==> src/rtl/gain_ramp_scaler_if.sv <==
// Bundle of per-channel gain load inputs and ramped gain outputs for gain_ramp_scaler.
// master: PS register side (drives gain words and load strobes); slave: the scaler.
// sat_flag exists only when GAIN_SAT_FLAG_EN is defined.
interface gain_ramp_scaler_if #(
  parameter int NCH   = 2,
  parameter int IN_W  = 9,
  parameter int OUT_W = 9
) ();
  logic [NCH*IN_W-1:0]  gain_in;
  logic [NCH-1:0]       gain_load;
  logic [NCH*OUT_W-1:0] gain_out;
  logic [NCH-1:0]       ramping;
  logic [NCH-1:0]       done;
`ifdef GAIN_SAT_FLAG_EN
  logic [NCH-1:0]       sat_flag;

  modport master (output gain_in, gain_load, input gain_out, ramping, done, sat_flag);
  modport slave  (input gain_in, gain_load, output gain_out, ramping, done, sat_flag);
`else
  modport master (output gain_in, gain_load, input gain_out, ramping, done);
  modport slave  (input gain_in, gain_load, output gain_out, ramping, done);
`endif
endinterface

==> src/rtl/gain_ramp_scaler.sv <==
// Per-channel gain scaler: latches gain*SCALE (saturated to OUT_W) as a target and ramps
// gain_out toward it by at most STEP per shared tick (one tick every TICK_DIV clocks).
// No backpressure; load -> first output step within TICK_DIV+1 cycles. Macro: GAIN_SAT_FLAG_EN adds sat_flag.
module gain_ramp_scaler #(
  parameter int NCH      = 2,
  parameter int IN_W     = 9,
  parameter int OUT_W    = 9,
  parameter int SCALE    = 5,
  parameter int STEP     = 1,
  parameter int TICK_DIV = 1000
) (
  input  logic          clk,
  input  logic          rst,
  gain_ramp_scaler_if.slave bus
);

  // Product is sized so gain_in*SCALE can never wrap before saturation.
  localparam int PROD_W = IN_W + $clog2(SCALE + 1);
  localparam int CMP_W  = (PROD_W > OUT_W) ? PROD_W : OUT_W;
  localparam int CNT_W  = (TICK_DIV > 1) ? $clog2(TICK_DIV) : 1;
  localparam int MAX_I  = (2 ** OUT_W) - 1;
  localparam int STEP_C = (STEP > MAX_I) ? MAX_I : STEP;

  localparam logic [CMP_W-1:0] MAX_V    = CMP_W'(MAX_I);
  localparam logic [OUT_W-1:0] STEP_V   = OUT_W'(STEP_C);
  localparam logic [CNT_W-1:0] CNT_LAST = CNT_W'(TICK_DIV - 1);

  typedef enum logic {S_IDLE, S_RAMP} state_e;

  logic [CNT_W-1:0] cnt_q, cnt_d;
  logic             tick;

  logic [OUT_W-1:0] gain_q   [NCH];
  logic [OUT_W-1:0] gain_d   [NCH];
  logic [OUT_W-1:0] target_q [NCH];
  logic [OUT_W-1:0] target_d [NCH];
  state_e           state_q  [NCH];
  state_e           state_d  [NCH];
  logic [NCH-1:0]   done_q, done_d;

  logic [CMP_W-1:0] prod     [NCH];
  logic [OUT_W-1:0] load_val [NCH];
  logic [NCH-1:0]   over;

  // Tick marks the last cycle of each TICK_DIV-long period.
  assign tick = (cnt_q == CNT_LAST);

  // Shared tick counter: 0..TICK_DIV-1, wrapping.
  always_comb begin
    cnt_d = tick ? '0 : cnt_q + CNT_W'(1);
  end

  for (genvar g = 0; g < NCH; g++) begin : g_ch
    assign prod[g]     = CMP_W'(bus.gain_in[g*IN_W +: IN_W]) * CMP_W'(SCALE);
    assign over[g]     = (prod[g] > MAX_V);
    assign load_val[g] = over[g] ? OUT_W'(MAX_V) : prod[g][OUT_W-1:0];

    assign bus.gain_out[g*OUT_W +: OUT_W] = gain_q[g];
    assign bus.ramping[g]                 = (state_q[g] == S_RAMP);
  end

  assign bus.done = done_q;

  // Per-channel ramp FSM: a tick step uses the old target; a same-cycle load replaces the target at
  // the same edge. State and done follow from where gain and target land after this edge.
  always_comb begin
    logic [OUT_W-1:0] diff;
    logic [OUT_W-1:0] amt;
    logic             stepped;

    gain_d   = gain_q;
    target_d = target_q;
    state_d  = state_q;
    done_d   = '0;
    diff     = '0;
    amt      = '0;
    stepped  = 1'b0;

    for (int i = 0; i < NCH; i++) begin
      diff    = (target_q[i] >= gain_q[i]) ? (target_q[i] - gain_q[i]) : (gain_q[i] - target_q[i]);
      amt     = (diff > STEP_V) ? STEP_V : diff;
      stepped = tick && (state_q[i] == S_RAMP);

      if (stepped) begin
        gain_d[i] = (target_q[i] > gain_q[i]) ? (gain_q[i] + amt) : (gain_q[i] - amt);
      end

      if (bus.gain_load[i]) begin
        target_d[i] = load_val[i];
      end

      state_d[i] = (gain_d[i] != target_d[i]) ? S_RAMP : S_IDLE;
      // Only a ramp step that lands on the (surviving) target completes a ramp.
      done_d[i]  = stepped && (gain_d[i] == target_d[i]);
    end
  end

  // State registers; reset dominates load and tick.
  always_ff @(posedge clk) begin
    if (rst) begin
      cnt_q  <= '0;
      done_q <= '0;
      for (int i = 0; i < NCH; i++) begin
        gain_q[i]   <= '0;
        target_q[i] <= '0;
        state_q[i]  <= S_IDLE;
      end
    end else begin
      cnt_q  <= cnt_d;
      done_q <= done_d;
      for (int i = 0; i < NCH; i++) begin
        gain_q[i]   <= gain_d[i];
        target_q[i] <= target_d[i];
        state_q[i]  <= state_d[i];
      end
    end
  end

`ifdef GAIN_SAT_FLAG_EN
  logic [NCH-1:0] sat_q, sat_d;

  // Sticky saturation indicator, refreshed by every load on the channel.
  always_comb begin
    sat_d = sat_q;
    for (int i = 0; i < NCH; i++) begin
      if (bus.gain_load[i]) begin
        sat_d[i] = over[i];
      end
    end
  end

  // Saturation flag register.
  always_ff @(posedge clk) begin
    if (rst) begin
      sat_q <= '0;
    end else begin
      sat_q <= sat_d;
    end
  end

  assign bus.sat_flag = sat_q;
`endif

endmodule

==> src/flat_wrapper.sv <==
// flat-port wrapper written by rule: the top's interface ports become plain ports
module gain_ramp_scaler_flat 
#(
  parameter int NCH      = 2,
  parameter int IN_W     = 9,
  parameter int OUT_W    = 9,
  parameter int SCALE    = 5,
  parameter int STEP     = 1,
  parameter int TICK_DIV = 1000
)
  (clk, rst, bus_gain_in, bus_gain_load, bus_gain_out, bus_ramping, bus_done);
  gain_ramp_scaler_if #(.NCH(NCH), .IN_W(IN_W), .OUT_W(OUT_W)) bus_i ();
  input  logic clk;
  input  logic rst;
  input wire logic [$bits(bus_i.gain_in)-1:0] bus_gain_in;
  input wire logic [$bits(bus_i.gain_load)-1:0] bus_gain_load;
  output wire logic [$bits(bus_i.gain_out)-1:0] bus_gain_out;
  output wire logic [$bits(bus_i.ramping)-1:0] bus_ramping;
  output wire logic [$bits(bus_i.done)-1:0] bus_done;
  assign bus_i.gain_in = bus_gain_in;
  assign bus_i.gain_load = bus_gain_load;
  assign bus_gain_out = bus_i.gain_out;
  assign bus_ramping = bus_i.ramping;
  assign bus_done = bus_i.done;
  gain_ramp_scaler #(.NCH(NCH), .IN_W(IN_W), .OUT_W(OUT_W), .SCALE(SCALE), .STEP(STEP), .TICK_DIV(TICK_DIV)) u_core (.clk(clk), .rst(rst), .bus(bus_i));
endmodule
==> config.mk <==
export PLATFORM = sky130hd
export DESIGN_NAME = gain_ramp_scaler_flat
export DESIGN_NICKNAME = d
export VERILOG_FILES = /design/src/rtl/gain_ramp_scaler_if.sv /design/src/rtl/gain_ramp_scaler.sv /design/src/flat_wrapper.sv
export SDC_FILE = /design/constraint.sdc
export NUM_CORES = 1
export LEC_CHECK = 0
export BUFFER_PORTS_ARGS = -buffer_cell sky130_fd_sc_hd__buf_2
export CAP_MARGIN = 20
export CORE_UTILIZATION = 60
export DETAILED_ROUTE_END_ITERATION = 8
export HOLD_SLACK_MARGIN = 0.06
export PLACE_DENSITY_LB_ADDON = 0.15
export REMOVE_ABC_BUFFERS = 1
export SYNTH_ARGS = -nofsm -noshare
export SYNTH_HDL_FRONTEND = slang
export SYNTH_SLANG_ARGS = --single-unit
export TNS_END_PERCENT = 30
==> constraint.sdc <==
create_clock -name clk -period 6.1 [get_ports clk]
set_input_delay 0.305 -clock clk [delete_from_list [all_inputs] [get_ports clk]]
set_output_delay 0.305 -clock clk [all_outputs]
set_load 0.05 [all_outputs]
==> flow_summary_export.csv, run 1 <==
group,metric,value,unit
sta,setup_viol,0,
sta,tns,0,ns
synthesis,netlist.area_leader.share,18.8,%
floorplanning,dieArea,9390,sq um
synthesis,synthArstFlopShare,0,%
detailed_routing,dr.pass1.iters,5,
sta,hold_viol,0,
power,ir_drop,198,uV
detailed_routing,vias_per_cell,6.05,
global_routing,grt_pass1_vias,4830,
detailed_routing,drtAntennaViolNets,0,
synthesis,netlist_area,5400,sq um
detailed_routing,routed_wirelength,12800,microns
detailed_routing,dr_total_vias,5037,
global_routing,grt_antenna_before_repair,0,
placed_design,io_buffers,43,
clock_tree,clock_sinks,50,
layout,layout-drive-gt1-share,10.1,%
critical_path,worstPathRequired,6.25,ns
critical_path,timing.rr.start,"u_core.bus.gain_out[1]",
placed_design,globalplace.congestion,0.903,
placed_design,hpwlAfterDp,10400,microns
critical_path,cpPeakStageDelay,0.46,ns
power,p_per_area,176,nW/um^2
power,power.total,1020,uW
run,maxCapViolations,0,
detailed_routing,drtIter0Drc,311,
clock_tree,numCtsBuffers,5,
synthesis,synth_edf_count,0,
sta,drv_slew,0,
hold_path,hp-class,"in -> reg",
synthesis,ys_types,69,
sta,tightestPinTransition,0.775,ns
synthesis,yosys.area.top_type,"ha_1",
clock_tree,clock_path_buffers,2,
clock_tree,cts_hold_buf,0,
synthesis,ys_ff_latch,50,
clock_tree,h-tree-depth,2,
critical_path,cpMaxStageDelayCell,"dfxtp_1",
floorplanning,die_w,96.9,microns
synthesis,synthCells,691,
global_routing,grt_usage,27.6,%
clock_tree,cts_tree,"built",
floorplanning,row_count,34,
synthesis,yosysSeqAreaShare,18.5,%
sta,fin_skew,0.0101,ns
floorplanning,ioPinCount,44,
critical_path,r2r-end,"u_core.bus.ramping[0]",
layout,final_cell_mix,"nor2_1 (81), ha_1 (81), inv_1 (63)",
layout,num-nets-final,835,
layout,nFillCells,762,
synthesis,avgSynthCellArea,7.82,sq um
critical_path,cp-end-kind,"flop",
detailed_routing,wl_per_cell,15.4,microns
sta,fmax,0.182,GHz
sta,period_share,90.2,%
critical_path,rrSetupSlack,0.59,ns
sta,period_minus_slack,5.51,ns
synthesis,synth_area_leaders,"ha_1 (19%), dfxtp_1 (19%), nor2_1 (5.6%)",
critical_path,cp.arrival,5.65,ns
sta,rsz0062_at_grt,"false",
global_routing,overflow,0,
critical_path,worstPathMaxFanout,6,
clock_tree,cts_resized,0,
power,power.leakage,0.00258,uW
hold_path,hold-path-endpoint,"u_core.target_q[10]",
clock_tree,clockRootBuffer,"clkbuf_8",
global_routing,grt_pass1_wl,21900,microns
floorplanning,die_h,96.9,microns
layout,syn2layout_area_growth,7.20,%
clock_tree,postCtsSetupRepairBufs,0,
critical_path,cp_cell_sequence,"inv_1 -> ha_1 -> nor2b_1 -> o31a_1 -> o31a_1 -> nor3_1 -> a22oi_1 -> xnor2_1 -> nor2_1 -> ha_1 -> nor2_1 -> o21ai_0 -> ha_1 -> nor2b_1 -> o2111a_1 -> o31a_1 -> o31ai_1 -> xor2_1 -> nand3_1 -> nor4_1 -> a31oi_1",
layout,n_antenna_cell,0,
critical_path,critPathLaunchType,"flop",
critical_path,worstSetupPathType,"reg -> reg",
status,status,"completed",
global_routing,grt_max_degree,43,
clock_tree,clock_latency,0.30,ns
floorplanning,initial_utilization,62.0,%
hold_path,hold-path-cell-count,3,
synthesis,yosys_warnings,0,
critical_path,reg2reg_depth,21,
hold_path,min-delay-start,"bus_gain_in[1]",
synthesis,synth-main-ff-cell,"dfxtp_1",
sta,max_slew_margin,48.3,%
floorplanning,core,8720,sq um
detailed_routing,drc,0,
clock_tree,clk_pin_slew,0.10,ns
layer usage:
layer | up-vias | global-route usage (%) | share of wire (%)
met2 | 132 | 45.7 | 45
met1 | 2345 | 38.6 | 49
met5 | - | 0 | 0
met4 | 0 | 5.86 | 1.1
met3 | 20 | 3.11 | 5.0
li1 | 2540 | - | -
worst max path at each step:
stage,end,depth (start not counted),slack [ns],start
detailed placement,u_core.bus.ramping[0],21,0.67,u_core.bus.gain_out[1]
global route,u_core.bus.ramping[0],21,0.16,u_core.bus.gain_out[1]
global placement,u_core.bus.done[0],21,0.83,u_core.bus.gain_out[1]
finish,u_core.bus.ramping[0],21,0.59,u_core.bus.gain_out[1]
CTS,u_core.bus.ramping[0],21,0.64,u_core.bus.gain_out[1]
floorplan,u_core.bus.done[1],21,0.76,u_core.bus.gain_out[10]
registers in the layout, indices dropped and copies added (netlist names):
name and count:
u_core.bus.done 2, u_core.bus.gain_out 18, u_core.cnt_q 10, u_core.bus.ramping 2
u_core.target_q 18
kinds of logic after synthesis:
kind of cell | share of synthesized area, %
simple gates | 23.5
compound gates | 22.0
fa+ha+maj | 21.7
buf+inv | 5.77
flops | 18.5
xor+xnor | 7.13
mux | 1.32
other cells | 0.0694
synth_stat cells, drive strengths merged, types with 7 or more instances:
cell type  instances
nand2             20
a21oi             37
fa                 8
or2                7
a211oi             7
o21a              17
o31a               7
or3               14
o31ai              7
nor3              33
nand4              8
nor2              81
dfxtp             50
clkbuf            13
inv               63
ha                81
nor2b             21
nand3             17
xnor2             23
o21ai             43
a21o              12
a31oi              8
xor2              21
worst max-delay path, delay by kind of cell (launching register included):
| family | cells | cell delay [ns] |
|---|---|---|
| flops | 1 | 0.46 |
| fa+ha+maj | 3 | 0.88 |
| compound gates | 8 | 1.93 |
| simple gates | 7 | 1.39 |
| xor+xnor | 2 | 0.52 |
| buf+inv | 1 | 0.16 |
report_power, final:
group / internal (uW) / switching, uW
Combinational: 180 / 247
Clock: 123 / 111
Sequential: 340 / 18.3
Total: 643 / 377
stage by stage:
stage / setup slack, ns / hold WS, ns / utilization, % / area [sq um] / cells
2_1_floorplan: 0.755 / 0.374 / - / 5330 / 674
3_3_place_gp: 0.831 / 0.457 / 65.2 / 5680 / 825
3_5_place_dp: 0.672 / 0.484 / 65.2 / 5680 / 825
4_1_cts: 0.638 / 0.301 / 66.4 / 5790 / 833
5_1_grt: 0.163 / 0.343 / 66.4 / 5790 / 833
6_report: 0.595 / 0.305 / 66.4 / 5790 / 833
cell type report:
type,count,area [sq um],area share (%)
Sequential cell,50,1000,17.3
Multi-Input combinational cell,561,4100,70.7
Timing Repair Buffer,43,215,3.71
Clock buffer,6,72.6,1.25
Clock inverter,2,37.5,0.648
Tap cell,108,135,2.33
Inverter,63,236,4.08
Note: power is estimated with default switching activity, not from simulation.
==> run 2: changes to the inputs <==
--- a/config.mk
+++ b/config.mk
@@ -11,7 +11,6 @@
 export DETAILED_ROUTE_END_ITERATION = 8
 export HOLD_SLACK_MARGIN = 0.06
 export PLACE_DENSITY_LB_ADDON = 0.15
-export REMOVE_ABC_BUFFERS = 1
 export SYNTH_ARGS = -nofsm -noshare
 export SYNTH_HDL_FRONTEND = slang
 export SYNTH_SLANG_ARGS = --single-unit
==> flow_summary_export.csv, run 2 (synthesized netlist as in run 1, its figures left out) <==
group,metric,value,unit
clock_tree,postCtsSetupRepairBufs,0,
status,status,"completed",
floorplanning,row_count,34,
hold_path,hp-class,"in -> reg",
floorplanning,die_h,96.9,microns
power,p_per_area,176,nW/um^2
run,maxCapViolations,0,
power,switching_share,37.0,%
sta,period_share,90.3,%
power,seq_power_share,35.1,%
critical_path,cp_cell_sequence,"inv_1 -> ha_1 -> nor2b_1 -> o31a_1 -> o31a_1 -> nor3_1 -> o211ai_1 -> a311oi_1 -> o21ai_1 -> or2_2 -> ha_1 -> fa_1 -> nor2b_1 -> o21a_1 -> nor3_1 -> o31ai_1 -> or3_1 -> nand4_1 -> nor4_1 -> and4_1",
detailed_routing,routed-wl-met3,550,microns
power,power.total,1020,uW
placed_design,hpwlAfterDp,10600,microns
critical_path,worstPathRequired,6.35,ns
placed_design,globalplace.congestion,0.869,
detailed_routing,dr.pass1.iters,5,
sta,tightestPinTransition,0.774,ns
clock_tree,numCtsBuffers,5,
detailed_routing,drtAntennaViolNets,0,
layout,stdcell_count,833,
placed_design,io_buffers,43,
layout,seqCellArea,1000,sq um
floorplanning,initial_utilization,62.0,%
critical_path,critPathLaunchType,"flop",
critical_path,cpPeakStageDelay,0.48,ns
floorplanning,core,8720,sq um
clock_tree,clock_path_buffers,2,
detailed_routing,route.met2.wl,5880,microns
critical_path,cp_top_family,"simple AND/OR/NAND/NOR gates",
power,ir_drop,151,uV
detailed_routing,highest_layer,"met4",
sta,drv_slew,0,
detailed_routing,routed_wirelength,13000,microns
sta,fin_hold_ws,0.338,ns
detailed_routing,dr_total_vias,5060,
layout,num-nets-final,835,
clock_tree,clk_pin_slew,0.09,ns
floorplanning,die_w,96.9,microns
power,power.leakage,0.00258,uW
power,switchingPower,377,uW
detailed_routing,wl_per_cell,15.6,microns
detailed_routing,met1_length,6490,microns
floorplanning,ioPinCount,44,
sta,tns,0,ns
clock_tree,clock_sinks,50,
critical_path,worstSetupPathType,"reg -> reg",
critical_path,cpMaxStageDelayCell,"dfxtp_1",
clock_tree,h-tree-depth,2,
sta,max_slew_margin,48.4,%
detailed_routing,drc,0,
layout,n_antenna_cell,0,
power,clock_power_share,23.0,%
layout,final_cell_mix,"nor2_1 (81), ha_1 (81), inv_1 (63)",
placed_design,dp_cells,825,
layout,multi_input_area,4100,sq um
global_routing,grt_max_degree,43,
global_routing,grt_pass1_vias,4880,
sta,setup_viol,0,
clock_tree,cts_tree,"built",
sta,fin_skew,0.0113,ns
global_routing,overflow,0,
detailed_routing,drtIter0Drc,306,
clock_tree,cts_resized,0,
layout,layout-drive-gt1-share,10.1,%
power,combPwrFrac,41.9,%
sta,hold_viol,0,
sta,fin_ws,0.591,ns
clock_tree,cts_hold_buf,0,
global_routing,grt_pass1_wl,22500,microns
global_routing,grt_usage,28.5,%
sta,rsz0062_at_grt,"false",
placed_design,pre_cts_ws,0.693,ns
global_routing,grt_antenna_before_repair,0,
critical_path,cp.arrival,5.76,ns
clock_tree,clockRootBuffer,"clkbuf_8",
layout,nFillCells,757,
sta,period_minus_slack,5.51,ns
critical_path,worstPathMaxFanout,6,
detailed_routing,vias_per_cell,6.07,
power,intPower,643,uW
clock_tree,clock_latency,0.30,ns
critical_path,cp-end-kind,"flop",
sta,fmax,0.182,GHz
floorplanning,dieArea,9390,sq um
critical_path,cp_num_buf_inv,1,
layout,syn2layout_area_growth,7.20,%
run 2: final timing paths:
check / start / to / slack (ns) / cells after the start
worst max-delay path: u_core.bus.gain_out[1] / u_core.bus.done[0] / 0.59 / 20
worst min-delay path: bus_gain_in[1] / u_core.target_q[10] / 0.34 / 3
worst max register to register: u_core.bus.gain_out[1] / u_core.bus.done[0] / 0.59 / 20
worst min register to register: u_core.cnt_q[0] / u_core.cnt_q[0] / 0.48 / 1
run 2: metal layers:
layer / GRT usage (%) / vias to the layer above
met2: 46.3 / 119
met4: 6.43 / 0
li1: - / 2543
met5: 0 / -
met1: 40.9 / 2390
met3: 2.46 / 8
run 2: cell type report:
| class | instances | share of cell area (%) |
|---|---|---|
| Multi-Input combinational cell | 561 | 70.7 |
| Clock buffer | 6 | 1.25 |
| Inverter | 63 | 4.08 |
| Clock inverter | 2 | 0.648 |
| Tap cell | 108 | 2.33 |
| Sequential cell | 50 | 17.3 |
| Timing Repair Buffer | 43 | 3.71 |
run 2: tightest hold or removal path: cells and delay by family:
kind                   cells  cell delay [ns]
buffers and inverters      1             0.10
AO/OA/AOI/OAI              1             0.07
AND/OR/NAND/NOR            1             0.12
run 2: through the flow:
stage               cell area (sq um)  utilization [%]
floorplan                        5410                -
global placement                 5680             65.2
detailed placement               5680             65.2
CTS                              5790             66.4
global route                     5790             66.4
finish                           5790             66.4
run 2: power groups by stage:
stage          combinational (uW)  clock, uW  sequential [uW]
6_report                      427        235              358
5_1_grt                       478        251              360
4_1_cts                       422        237              358
3_5_place_dp                  419          0              365
3_3_place_gp                  405          0              365
2_1_floorplan                 331          0              360
==> run 3: changes to the inputs <==
--- a/config.mk
+++ b/config.mk
@@ -10,7 +10,8 @@
 export CORE_UTILIZATION = 60
 export DETAILED_ROUTE_END_ITERATION = 8
 export HOLD_SLACK_MARGIN = 0.06
-export PLACE_DENSITY_LB_ADDON = 0.15
+export PLACE_DENSITY = 0.8
+export SLEW_MARGIN = 10
 export SYNTH_ARGS = -nofsm -noshare
 export SYNTH_HDL_FRONTEND = slang
 export SYNTH_SLANG_ARGS = --single-unit
==> flow_summary_export.csv, run 3 (synthesized netlist as in run 1, its figures left out) <==
group,metric,value,unit
critical_path,cp-startpoint,"u_core.bus.gain_out[1]",
critical_path,worstPathMaxFanout,6,
floorplanning,initial_utilization,62.0,%
placed_design,placed_area,5680,sq um
detailed_routing,wl_per_cell,15.8,microns
global_routing,grt_pass1_vias,4872,
sta,tns,0,ns
sta,hold_viol,0,
status,status,"completed",
detailed_routing,routed_wirelength,13100,microns
placed_design,globalplace.congestion,0.922,
clock_tree,h-tree-depth,2,
global_routing,overflow,0,
critical_path,cp_cell_sequence,"inv_1 -> ha_1 -> nor2b_1 -> o31a_1 -> o31a_1 -> nor3_1 -> o211ai_1 -> a311oi_1 -> o21ai_1 -> nor2_1 -> ha_1 -> nor2_1 -> o21ai_0 -> ha_1 -> nor2b_1 -> o2111a_1 -> o31a_1 -> o31ai_1 -> xor2_1 -> nand3_1 -> nor4_1 -> a31oi_1",
critical_path,critPathLaunchType,"flop",
critical_path,worstSetupPathType,"reg -> reg",
clock_tree,clock_path_buffers,2,
clock_tree,cts_hold_buf,0,
clock_tree,clock_sinks,50,
sta,fmax,0.178,GHz
sta,drv_slew,0,
floorplanning,die_h,96.9,microns
global_routing,grt_max_degree,43,
critical_path,cp_num_buf_inv,1,
critical_path,cpMaxStageDelayCell,"dfxtp_1",
layout,final_core_utilization,66.5,%
layout,final_cell_mix,"nor2_1 (81), ha_1 (81), inv_1 (63)",
critical_path,timing.rr.start,"u_core.bus.gain_out[1]",
hold_path,hp-class,"in -> reg",
floorplanning,core,8720,sq um
clock_tree,postCtsSetupRepairBufs,0,
sta,fin_ws,0.480,ns
layout,layout-drive-gt1-share,10.2,%
power,power.leakage,0.00259,uW
power,p_per_area,177,nW/um^2
sta,period_share,92.1,%
sta,max_slew_margin,48.3,%
critical_path,cp.arrival,5.79,ns
hold_path,min-delay-start,"bus_gain_in[0]",
run,maxCapViolations,0,
floorplanning,row_count,34,
layout,syn2layout_area_growth,7.25,%
placed_design,pre_cts_ws,0.627,ns
detailed_routing,vias_per_cell,6.18,
critical_path,cpPeakStageDelay,0.48,ns
critical_path,cp-end-kind,"flop",
critical_path,cp_top_family,"compound AO/OA/AOI/OAI gates",
power,ir_drop,172,uV
detailed_routing,dr_total_vias,5152,
placed_design,hpwlAfterDp,10600,microns
sta,rsz0062_at_grt,"false",
clock_tree,cts_resized,0,
clock_tree,clockRootBuffer,"clkbuf_8",
layout,n_antenna_cell,0,
sta,setup_viol,0,
placed_design,io_buffers,43,
clock_tree,numCtsBuffers,5,
global_routing,grt_antenna_before_repair,0,
floorplanning,die_w,96.9,microns
detailed_routing,drc,0,
critical_path,worstPathRequired,6.27,ns
layout,final_cell_area,5800,sq um
sta,period_minus_slack,5.62,ns
layout,num-nets-final,835,
global_routing,grt_usage,28.2,%
clock_tree,clock_latency,0.31,ns
clock_tree,clk_pin_slew,0.10,ns
clock_tree,cts_tree,"built",
detailed_routing,drtIter0Drc,286,
sta,fin_skew,0.0148,ns
detailed_routing,dr.pass1.iters,5,
floorplanning,dieArea,9390,sq um
global_routing,grt_pass1_wl,22200,microns
sta,tightestPinTransition,0.767,ns
floorplanning,ioPinCount,44,
detailed_routing,drtAntennaViolNets,0,
run 3: worst register-to-register path, stage by stage, from the launching register on:
cell and delay [ns]:
dfxtp_1 0.48, inv_1 0.18, ha_1 0.35, nor2b_1 0.15, o31a_1 0.28, o31a_1 0.30, nor3_1 0.40, o211ai_1 0.21
a311oi_1 0.31, o21ai_1 0.19, nor2_1 0.15, ha_1 0.16, nor2_1 0.06, o21ai_0 0.10, ha_1 0.30, nor2b_1 0.18
o2111a_1 0.27, o31a_1 0.28, o31ai_1 0.33, xor2_1 0.18, nand3_1 0.09, nor4_1 0.37, a31oi_1 0.16
run 3: layout make-up:
cell class / instances / area [sq um]
flip-flops and latches: 50 / 1000
inverters: 63 / 236
clock buffers: 5 / 68.8
well taps: 108 / 135
clock inverters: 3 / 43.8
repair buffers: 43 / 215
multi-input cells: 561 / 4100
fillers: 723 / 2930
run 3: layer usage:
layer / part of all wire, % / up-vias / global-route usage, % / routed length, microns
li1: - / 2536 / - / -
met1: 46 / 2435 / 37.9 / 6020
met2: 47 / 153 / 47.6 / 6220
met3: 4.9 / 28 / 2.82 / 648
met4: 1.9 / 0 / 8.15 / 244
met5: 0 / - / 0 / 0
run 3: power breakdown:
part	internal (uW)	switching [uW]	total, uW
Combinational	180	248	428
Sequential	340	18.1	359
Clock	123	117	240
run 3: stage by stage:
stage,hold slack [ns],instances,power [uW]
floorplan,0.441,692,691
global placement,0.460,825,768
detailed placement,0.489,825,784
CTS,0.321,833,1020
global route,0.358,833,1090
finish,0.330,833,1030
run 3: worst paths after layout:
check | slack [ns] | cells after the start | to
min reg2reg | 0.50 | 1 | u_core.cnt_q[0]
min | 0.33 | 3 | u_core.target_q[9]
max | 0.48 | 22 | u_core.bus.ramping[0]
max reg2reg | 0.48 | 22 | u_core.bus.ramping[0]
